`config.mk`:
```
export PLATFORM = sky130hd
export DESIGN_NAME = mul_scheduler_flat
export DESIGN_NICKNAME = d
export VERILOG_FILES = /design/src/rtl/mul_scheduler_pkg.sv /design/src/rtl/mul_scheduler_if.sv /design/src/rtl/mul_scheduler_rr_arb2.sv /design/src/rtl/mul_scheduler.sv /design/src/flat_wrapper.sv
export SDC_FILE = /design/constraint.sdc
export NUM_CORES = 1
export LEC_CHECK = 0
export ABC_AREA = 1
export BUFFER_PORTS_ARGS = -buffer_cell sky130_fd_sc_hd__buf_2
export CAP_MARGIN = 30
export CORE_UTILIZATION = 40
export CTS_BUF_LIST = sky130_fd_sc_hd__clkbuf_16
export DETAILED_ROUTE_END_ITERATION = 12
export GPL_TIMING_DRIVEN = 0
export PLACE_DENSITY = 0.69
export RECOVER_POWER = 50
export SYNTH_ARGS = -nofsm -noshare
export SYNTH_HDL_FRONTEND = slang
export SYNTH_SLANG_ARGS = --single-unit
```
`constraint.sdc`:
```
create_clock -name clk_i -period 1.15 [get_ports clk_i]
set_input_delay 0.0575 -clock clk_i [delete_from_list [all_inputs] [get_ports clk_i]]
set_output_delay 0.0575 -clock clk_i [all_outputs]
set_load 0.01 [all_outputs]
```
`src/rtl/mul_scheduler_pkg.sv`:
```
// Shared types and defaults for the multiplier scheduler: requester ids,
// the tag carried alongside each operation, and the default geometry.
package mul_scheduler_pkg;

  localparam int LAT_DEFAULT = 4;
  localparam int W_DEFAULT   = 8;
  localparam int ID_W        = 1;

  typedef enum logic [ID_W-1:0] {
    ID_MANUAL = 1'b0,
    ID_SWEEP  = 1'b1
  } id_e;

  typedef struct packed {
    logic valid;
    id_e  id;
  } tag_t;

  localparam tag_t TAG_EMPTY = '{valid: 1'b0, id: ID_MANUAL};

  // Map a one-hot grant vector onto the requester id it represents.
  function automatic id_e gnt_to_id(input logic [1:0] gnt);
    return (gnt[1] && !gnt[0]) ? ID_SWEEP : ID_MANUAL;
  endfunction

endpackage

```
`src/rtl/mul_scheduler_if.sv`:
```
// Bundle of requester handshakes, result returns and multiplier operand/product
// wires; the scheduler sits on the slave side, requesters and multiplier on master.
interface mul_scheduler_if #(parameter int W = 8);

  logic           req0_valid;
  logic           req0_ready;
  logic [W-1:0]   req0_x;
  logic [W-1:0]   req0_y;
  logic           req1_valid;
  logic           req1_ready;
  logic [W-1:0]   req1_x;
  logic [W-1:0]   req1_y;

  logic           res0_valid;
  logic [2*W-1:0] res0_ans;
  logic           res1_valid;
  logic [2*W-1:0] res1_ans;

  logic [W-1:0]   mul_px;
  logic [W-1:0]   mul_py;
  logic [2*W-1:0] mul_ans;

  logic           busy;

  modport slave (
    input  req0_valid, req0_x, req0_y,
    input  req1_valid, req1_x, req1_y,
    input  mul_ans,
    output req0_ready, req1_ready,
    output res0_valid, res0_ans, res1_valid, res1_ans,
    output mul_px, mul_py,
    output busy
  );

  modport master (
    output req0_valid, req0_x, req0_y,
    output req1_valid, req1_x, req1_y,
    output mul_ans,
    input  req0_ready, req1_ready,
    input  res0_valid, res0_ans, res1_valid, res1_ans,
    input  mul_px, mul_py,
    input  busy
  );

endinterface

```
`src/rtl/mul_scheduler_rr_arb2.sv`:
```
// Two-way round-robin arbiter; the grant is combinational and the priority
// pointer only moves when a grant is actually accepted.
module mul_scheduler_rr_arb2 (
  input  logic       clk_i,
  input  logic       rst_ni,
  input  logic [1:0] req_i,
  input  logic       accept_i,
  output logic [1:0] gnt_o
);

  logic prefer1_q;
  logic prefer1_d;

  always_comb begin
    gnt_o = 2'b00;
    case (req_i)
      2'b01:   gnt_o = 2'b01;
      2'b10:   gnt_o = 2'b10;
      2'b11:   gnt_o = prefer1_q ? 2'b10 : 2'b01;
      default: gnt_o = 2'b00;
    endcase
  end

  // The requester just served drops to lowest priority for the next tie.
  always_comb begin
    prefer1_d = prefer1_q;
    if (accept_i) begin
      prefer1_d = gnt_o[0];
    end
  end

  always_ff @(posedge clk_i or negedge rst_ni) begin
    if (!rst_ni) begin
      prefer1_q <= 1'b0;
    end else begin
      prefer1_q <= prefer1_d;
    end
  end

endmodule

```
`src/rtl/mul_scheduler.sv`:
```
// Shares one pipelined multiplier between the manual and sweep requesters and
// routes each product back to its issuer using a tag that travels with it.
module mul_scheduler
  import mul_scheduler_pkg::*;
#(
  parameter int LAT = LAT_DEFAULT,
  parameter int W   = W_DEFAULT
) (
  input  logic           clk_i,
  input  logic           rst_ni,
  mul_scheduler_if.slave bus
);

  logic [1:0]     reqMasked;
  logic [1:0]     gnt;
  logic           transfer;
  logic [W-1:0]   grantX;
  logic [W-1:0]   grantY;

  logic [W-1:0]   mulPx_q;
  logic [W-1:0]   mulPy_q;

  tag_t           tagIn_d;
  tag_t [LAT:0]   tagPipe_q;
  tag_t           tagOut;
  logic           busyAny;

  logic           res0Valid_q;
  logic           res1Valid_q;
  logic [2*W-1:0] res0Ans_q;
  logic [2*W-1:0] res1Ans_q;

  // Requests are masked during reset so no requester sees a ready it cannot use.
  assign reqMasked = {bus.req1_valid, bus.req0_valid} & {2{rst_ni}};

  mul_scheduler_rr_arb2 u_arb (
    .clk_i    (clk_i),
    .rst_ni   (rst_ni),
    .req_i    (reqMasked),
    .accept_i (transfer),
    .gnt_o    (gnt)
  );

  assign transfer       = |gnt;
  assign bus.req0_ready = gnt[0];
  assign bus.req1_ready = gnt[1];

  assign grantX = gnt[1] ? bus.req1_x : bus.req0_x;
  assign grantY = gnt[1] ? bus.req1_y : bus.req0_y;

  always_ff @(posedge clk_i or negedge rst_ni) begin
    if (!rst_ni) begin
      mulPx_q <= '0;
      mulPy_q <= '0;
    end else if (transfer) begin
      mulPx_q <= grantX;
      mulPy_q <= grantY;
    end
  end

  assign bus.mul_px = mulPx_q;
  assign bus.mul_py = mulPy_q;

  always_comb begin
    tagIn_d = TAG_EMPTY;
    if (transfer) begin
      tagIn_d = '{valid: 1'b1, id: gnt_to_id(gnt)};
    end
  end

  // Stage 0 pairs with the operand register; the remaining LAT stages track
  // the multiplier itself, so the last stage lines up with a valid mul_ans.
  always_ff @(posedge clk_i or negedge rst_ni) begin
    if (!rst_ni) begin
      tagPipe_q <= '0;
    end else begin
      tagPipe_q <= {tagPipe_q[LAT-1:0], tagIn_d};
    end
  end

  assign tagOut = tagPipe_q[LAT];

  always_comb begin
    busyAny = 1'b0;
    for (int i = 0; i <= LAT; i++) begin
      busyAny = busyAny | tagPipe_q[i].valid;
    end
  end

  assign bus.busy = busyAny;

  // Only the port named by the tag captures the product; the other holds.
  always_ff @(posedge clk_i or negedge rst_ni) begin
    if (!rst_ni) begin
      res0Valid_q <= 1'b0;
      res1Valid_q <= 1'b0;
      res0Ans_q   <= '0;
      res1Ans_q   <= '0;
    end else begin
      res0Valid_q <= 1'b0;
      res1Valid_q <= 1'b0;
      if (tagOut.valid) begin
        if (tagOut.id == ID_MANUAL) begin
          res0Valid_q <= 1'b1;
          res0Ans_q   <= bus.mul_ans;
        end else begin
          res1Valid_q <= 1'b1;
          res1Ans_q   <= bus.mul_ans;
        end
      end
    end
  end

  assign bus.res0_valid = res0Valid_q;
  assign bus.res1_valid = res1Valid_q;
  assign bus.res0_ans   = res0Ans_q;
  assign bus.res1_ans   = res1Ans_q;

endmodule

```
`src/flat_wrapper.sv`:
```
// flat-port wrapper written by rule: the top's interface ports become plain ports
module mul_scheduler_flat import mul_scheduler_pkg::*;
#(
  parameter int LAT = LAT_DEFAULT,
  parameter int W   = W_DEFAULT
)
  (clk_i, rst_ni, bus_req0_valid, bus_req0_x, bus_req0_y, bus_req1_valid, bus_req1_x, bus_req1_y, bus_mul_ans, bus_req0_ready, bus_req1_ready, bus_res0_valid, bus_res0_ans, bus_res1_valid, bus_res1_ans, bus_mul_px, bus_mul_py, bus_busy);
  mul_scheduler_if #(.W(W)) bus_i ();
  input  logic clk_i;
  input  logic rst_ni;
  input wire logic [$bits(bus_i.req0_valid)-1:0] bus_req0_valid;
  input wire logic [$bits(bus_i.req0_x)-1:0] bus_req0_x;
  input wire logic [$bits(bus_i.req0_y)-1:0] bus_req0_y;
  input wire logic [$bits(bus_i.req1_valid)-1:0] bus_req1_valid;
  input wire logic [$bits(bus_i.req1_x)-1:0] bus_req1_x;
  input wire logic [$bits(bus_i.req1_y)-1:0] bus_req1_y;
  input wire logic [$bits(bus_i.mul_ans)-1:0] bus_mul_ans;
  output wire logic [$bits(bus_i.req0_ready)-1:0] bus_req0_ready;
  output wire logic [$bits(bus_i.req1_ready)-1:0] bus_req1_ready;
  output wire logic [$bits(bus_i.res0_valid)-1:0] bus_res0_valid;
  output wire logic [$bits(bus_i.res0_ans)-1:0] bus_res0_ans;
  output wire logic [$bits(bus_i.res1_valid)-1:0] bus_res1_valid;
  output wire logic [$bits(bus_i.res1_ans)-1:0] bus_res1_ans;
  output wire logic [$bits(bus_i.mul_px)-1:0] bus_mul_px;
  output wire logic [$bits(bus_i.mul_py)-1:0] bus_mul_py;
  output wire logic [$bits(bus_i.busy)-1:0] bus_busy;
  assign bus_i.req0_valid = bus_req0_valid;
  assign bus_i.req0_x = bus_req0_x;
  assign bus_i.req0_y = bus_req0_y;
  assign bus_i.req1_valid = bus_req1_valid;
  assign bus_i.req1_x = bus_req1_x;
  assign bus_i.req1_y = bus_req1_y;
  assign bus_i.mul_ans = bus_mul_ans;
  assign bus_req0_ready = bus_i.req0_ready;
  assign bus_req1_ready = bus_i.req1_ready;
  assign bus_res0_valid = bus_i.res0_valid;
  assign bus_res0_ans = bus_i.res0_ans;
  assign bus_res1_valid = bus_i.res1_valid;
  assign bus_res1_ans = bus_i.res1_ans;
  assign bus_mul_px = bus_i.mul_px;
  assign bus_mul_py = bus_i.mul_py;
  assign bus_busy = bus_i.busy;
  mul_scheduler #(.LAT(LAT), .W(W)) u_core (.clk_i(clk_i), .rst_ni(rst_ni), .bus(bus_i));
endmodule
```
==> PnR_summary.wiki <==
{| class="wikitable"
! Metric !! Value
|-
| Total of fill cells in the finished design || between 500 and 600
|-
| Clk sink count || 61
|-
| Antenna viol nets, final || 0
|-
| Cts bufs inserted || 9
|-
| Die ar. || 0.00661 sq mm
|-
| Library cell occupying the most area in the post-synthesis netlist || sky130_fd_sc_hd__dfrtp_1
|-
| Max Fclk || approximately 850 MHz
|-
| Violated checks || negative hold slack, negative setup slack
|-
| CTS tree || built
|-
| Final weighted congestion in routability-driven placement || 0.736
|-
| Max Buffers Root-to-Sink || 2
|-
| Highest fanout seen on the critical path || 3
|-
| Final setup violation count || 7
|-
| Average via count per standard cell || 4.57
|-
| Setup crit start kind || flip-flop
|-
| Area of the placeable core || approximately 0.006 sq mm
|-
| Vias in the first global route || 2081
|-
| Routed len/inst || 12.5 um
|-
| Post-Syn Area || 0.00251 sq mm
|-
| Global-route wire length before repair || 9490 um
|-
| Peak supply drop || 1.48 mV
|-
| Starting utilization of the core area || 0.420
|-
| Power density cells || approximately 1800 mW/mm^2
|-
| Area growth syn-to-layout || 51.9%
|-
| Crit path kind || flip-flop to output port
|-
| Most frequent cell on the critical path || sky130_fd_sc_hd__nand2_4
|-
| WHS || -0.429 ns
|-
| Critical Path RT || 1.09 ns
|-
| Class of the tightest hold or removal check || input port to asynchronous set/reset pin
|-
| Sequential fraction of the synthesis area || 0.607
|-
| Number of nets in the synthesized netlist || 325
|-
| Share of the synthesized area in the top cell type || 0.607
|-
| Count of distinct cell types in the synthesized netlist || 17
|-
| Most common cell after layout, fill and taps aside || sky130_fd_sc_hd__buf_2
|-
| Max incr delay on CP || 0.41 ns
|-
| Top cells by area in the synthesized netlist || sky130_fd_sc_hd__dfrtp_1 61%, sky130_fd_sc_hd__nand2_1 13%, sky130_fd_sc_hd__inv_1 7.0%
|-
| Total routing usage reported by global routing || 0.192
|-
| Number of primary I/O pins || 105
|-
| RSZ-0062 raised after global routing || yes
|-
| Fraction of the cycle the final worst path needs || 1.03
|-
| Chip width || 81.3 um
|-
| Run status || complete, but fails checks
|-
| Post-place setup slack || -0.699 ns
|-
| Nature of the critical path endpoint || output port
|-
| CP delay by family, top || flip-flops
|-
| Number of H-tree levels || 3
|-
| Total number of vias || 2246
|-
| Worst path buffer plus inverter count || 3
|-
| Max-cap check violation count || 0
|-
| Final-report hold violation count || 61
|-
| Count of inserted antenna diode cells || 0
|-
| Clock root buffer || sky130_fd_sc_hd__clkbuf_16
|-
| Data arrival time of the worst path || 1.12 ns
|-
| Clk_lat worst skew || 0.32 ns
|-
| Total wirelength of the detailed-routed design || a little over 6000 um
|-
| Cells traversed along the worst timing path || inv_2 > nand2_4 > nand2_4 > inv_4 > buf_6
|-
| Final critical-path required period || 1.18 ns
|-
| Final #Nets || 463
|-
| Starting DRC count in detailed routing || 78
|-
| Reg clk slew, reported paths || 0.05 ns
|-
| Headroom to the max-slew limit || 0.859
|-
| Number of synthesized register bits || 61
|-
| Share of final-layout standard cells stronger than drive strength 1 || 0.406
|-
| Final worst-path setup slack || -0.0320 ns
|-
| Chip Height || a little over 80 um
|-
| # DRC || 0
|-
| HPWL reported at the end of detailed placement || 4030 um
|-
| Yosys warning count || 0
|-
| Total power || between 6 and 7 mW
|-
| Mean post-synth cell area || 9.21 sq um
|-
| Max-slew violations || 0
|-
| Setup skew after layout || around 0.0060 ns
|-
| Row count || 28
|-
| Initial antenna violation count || 0
|-
| Top library cells by usage in the layout, fill and taps aside || 100 x sky130_fd_sc_hd__buf_2, 71 x sky130_fd_sc_hd__nand2_1, 61 x sky130_fd_sc_hd__dfrtp_1, 46 x sky130_fd_sc_hd__inv_1, 28 x sky130_fd_sc_hd__nand3_1
|-
| Largest net degree at the start of global routing || 33
|-
| Actual transition at the worst max-transition pin || 0.211 ns
|-
| DR pass1 iterations || 4
|-
| Total overflow reported by the global router || 0
|-
| I/O Buffers || 104
|-
| Hold buffers post-CTS || 15
|-
| Critical-path cell with the highest stage delay || sky130_fd_sc_hd__dfrtp_1
|-
| Leakage power summed over all cells || around 2.2 nW
|-
| Number of instances in the synthesized netlist || 273
|}
==> flip-flops by register name, indices dropped and copies added (netlist names) <==
| register | cells |
|---|---|
| u_core.tagOut | 2 |
| u_core.bus.mul_px | 8 |
| u_core.bus.res1_ans | 16 |
| u_core.bus.mul_py | 8 |
| u_core.bus.res1_valid | 1 |
| u_core.bus.res0_ans | 16 |
| u_core.tagPipe_q | 8 |
| u_core.bus.res0_valid | 1 |
| u_core.u_arb.prefer1_q | 1 |
==> path summary, 6_finish.rpt <==
check	slack, ns	end	startpoint	cells after the start
worst min-delay path	-0.43	u_core.bus.res0_ans[0]	rst_ni	1
min in group clk_i	0.01	u_core.bus.res0_ans[13]	bus_mul_ans[13]	3
worst min register to register	0.35	u_core.tagPipe_q[2]	u_core.tagPipe_q[0]	0
max in group asynchronous	1.17	u_core.bus.mul_px[3]	rst_ni	2
worst max register to register	-0.02	u_core.bus.res0_ans[14]	u_core.tagOut[1]	6
worst max-delay path	-0.03	bus_req1_ready	u_core.u_arb.prefer1_q	5
==> through the flow <==
| step | cell area, sq um | std cells | util | hold WS (ns) | TNS, ns |
|---|---|---|---|---|---|
| after global placement | 3130 | 452 | 0.522 | 0.263 | -28.70 |
| after CTS | 3640 | 485 | 0.607 | -0.409 | -0.157 |
| final | 3820 | 491 | 0.638 | -0.429 | -0.109 |
| after global routing | 3820 | 491 | 0.638 | -0.429 | -1.55 |
| after detailed placement | 3150 | 453 | 0.526 | 0.168 | -14.68 |
| after floorplan | 2510 | 273 | - | -0.238 | 0 |
==> cell usage after synthesis (all sizes together) <==
| master | count |
|---|---|
| a21oi | 1 |
| buf | 9 |
| clkbuf | 3 |
| dfrtp | 61 |
| inv | 48 |
| nand2 | 87 |
| nand3 | 28 |
| nor2 | 1 |
| nor3 | 1 |
| o21ai | 32 |
| o21bai | 1 |
| or2 | 1 |
==> logic make-up (layout without fill, tap and decap cells) <==
logic type / Yosys count / in the layout / synth area share
AND/OR/NAND/NOR: 118 / 118 / 0.195
flip-flops: 61 / 61 / 0.607
buffers and inverters: 60 / 203 / 0.106
AO/OA/AOI/OAI: 34 / 34 / 0.0925
==> worst reg2reg max path, cell delays in order, from the launching register on <==
cell	delay, ns
sky130_fd_sc_hd__dfrtp_1	0.38
sky130_fd_sc_hd__inv_1	0.05
sky130_fd_sc_hd__or2_1	0.21
sky130_fd_sc_hd__buf_6	0.15
sky130_fd_sc_hd__clkbuf_16	0.16
sky130_fd_sc_hd__nand2_1	0.07
sky130_fd_sc_hd__o21ai_2	0.05
==> layout make-up <==
class / instances / area (sq um) / share of cell area
Tap cell: 75 / 93.8 / 0.0246
Inverter: 48 / 183 / 0.0478
Timing Repair Buffer: 128 / 813 / 0.213
Clock inverter: 7 / 81.3 / 0.0213
Multi-Input combinational cell: 152 / 796 / 0.208
Buffer: 11 / 103 / 0.0268
Clock buffer: 9 / 225 / 0.0589
Sequential cell: 61 / 1530 / 0.399
==> per-layer routing <==
metal | vias up | global-route usage | part of all wire
met5 | - | 0 | 0
met4 | 0 | 0.0696 | 0.0068
met3 | 4 | 0.0697 | 0.078
met2 | 94 | 0.295 | 0.47
met1 | 1040 | 0.248 | 0.45
li1 | 1108 | - | -
==> power by group <==
group / switching, mW / total (mW) / leakage, nW / internal, mW
sequential: 0.210 / 2.71 / 0.750 / 2.50
clock: 0.883 / 2.75 / 0.155 / 1.86
combinational: 0.729 / 1.36 / 1.27 / 0.635
==> what timing repair did <==
item | CTS | global route
setup buffers | 2 | 4
endpoints found under the hold margin | 72 | 61
pin swaps | 2 | 1
resized for setup | 10 | 32
setup endpoints to repair | 39 | 45
gates cloned | 0 | 2
No activity file was read; power rests on OpenSTA's default activity.
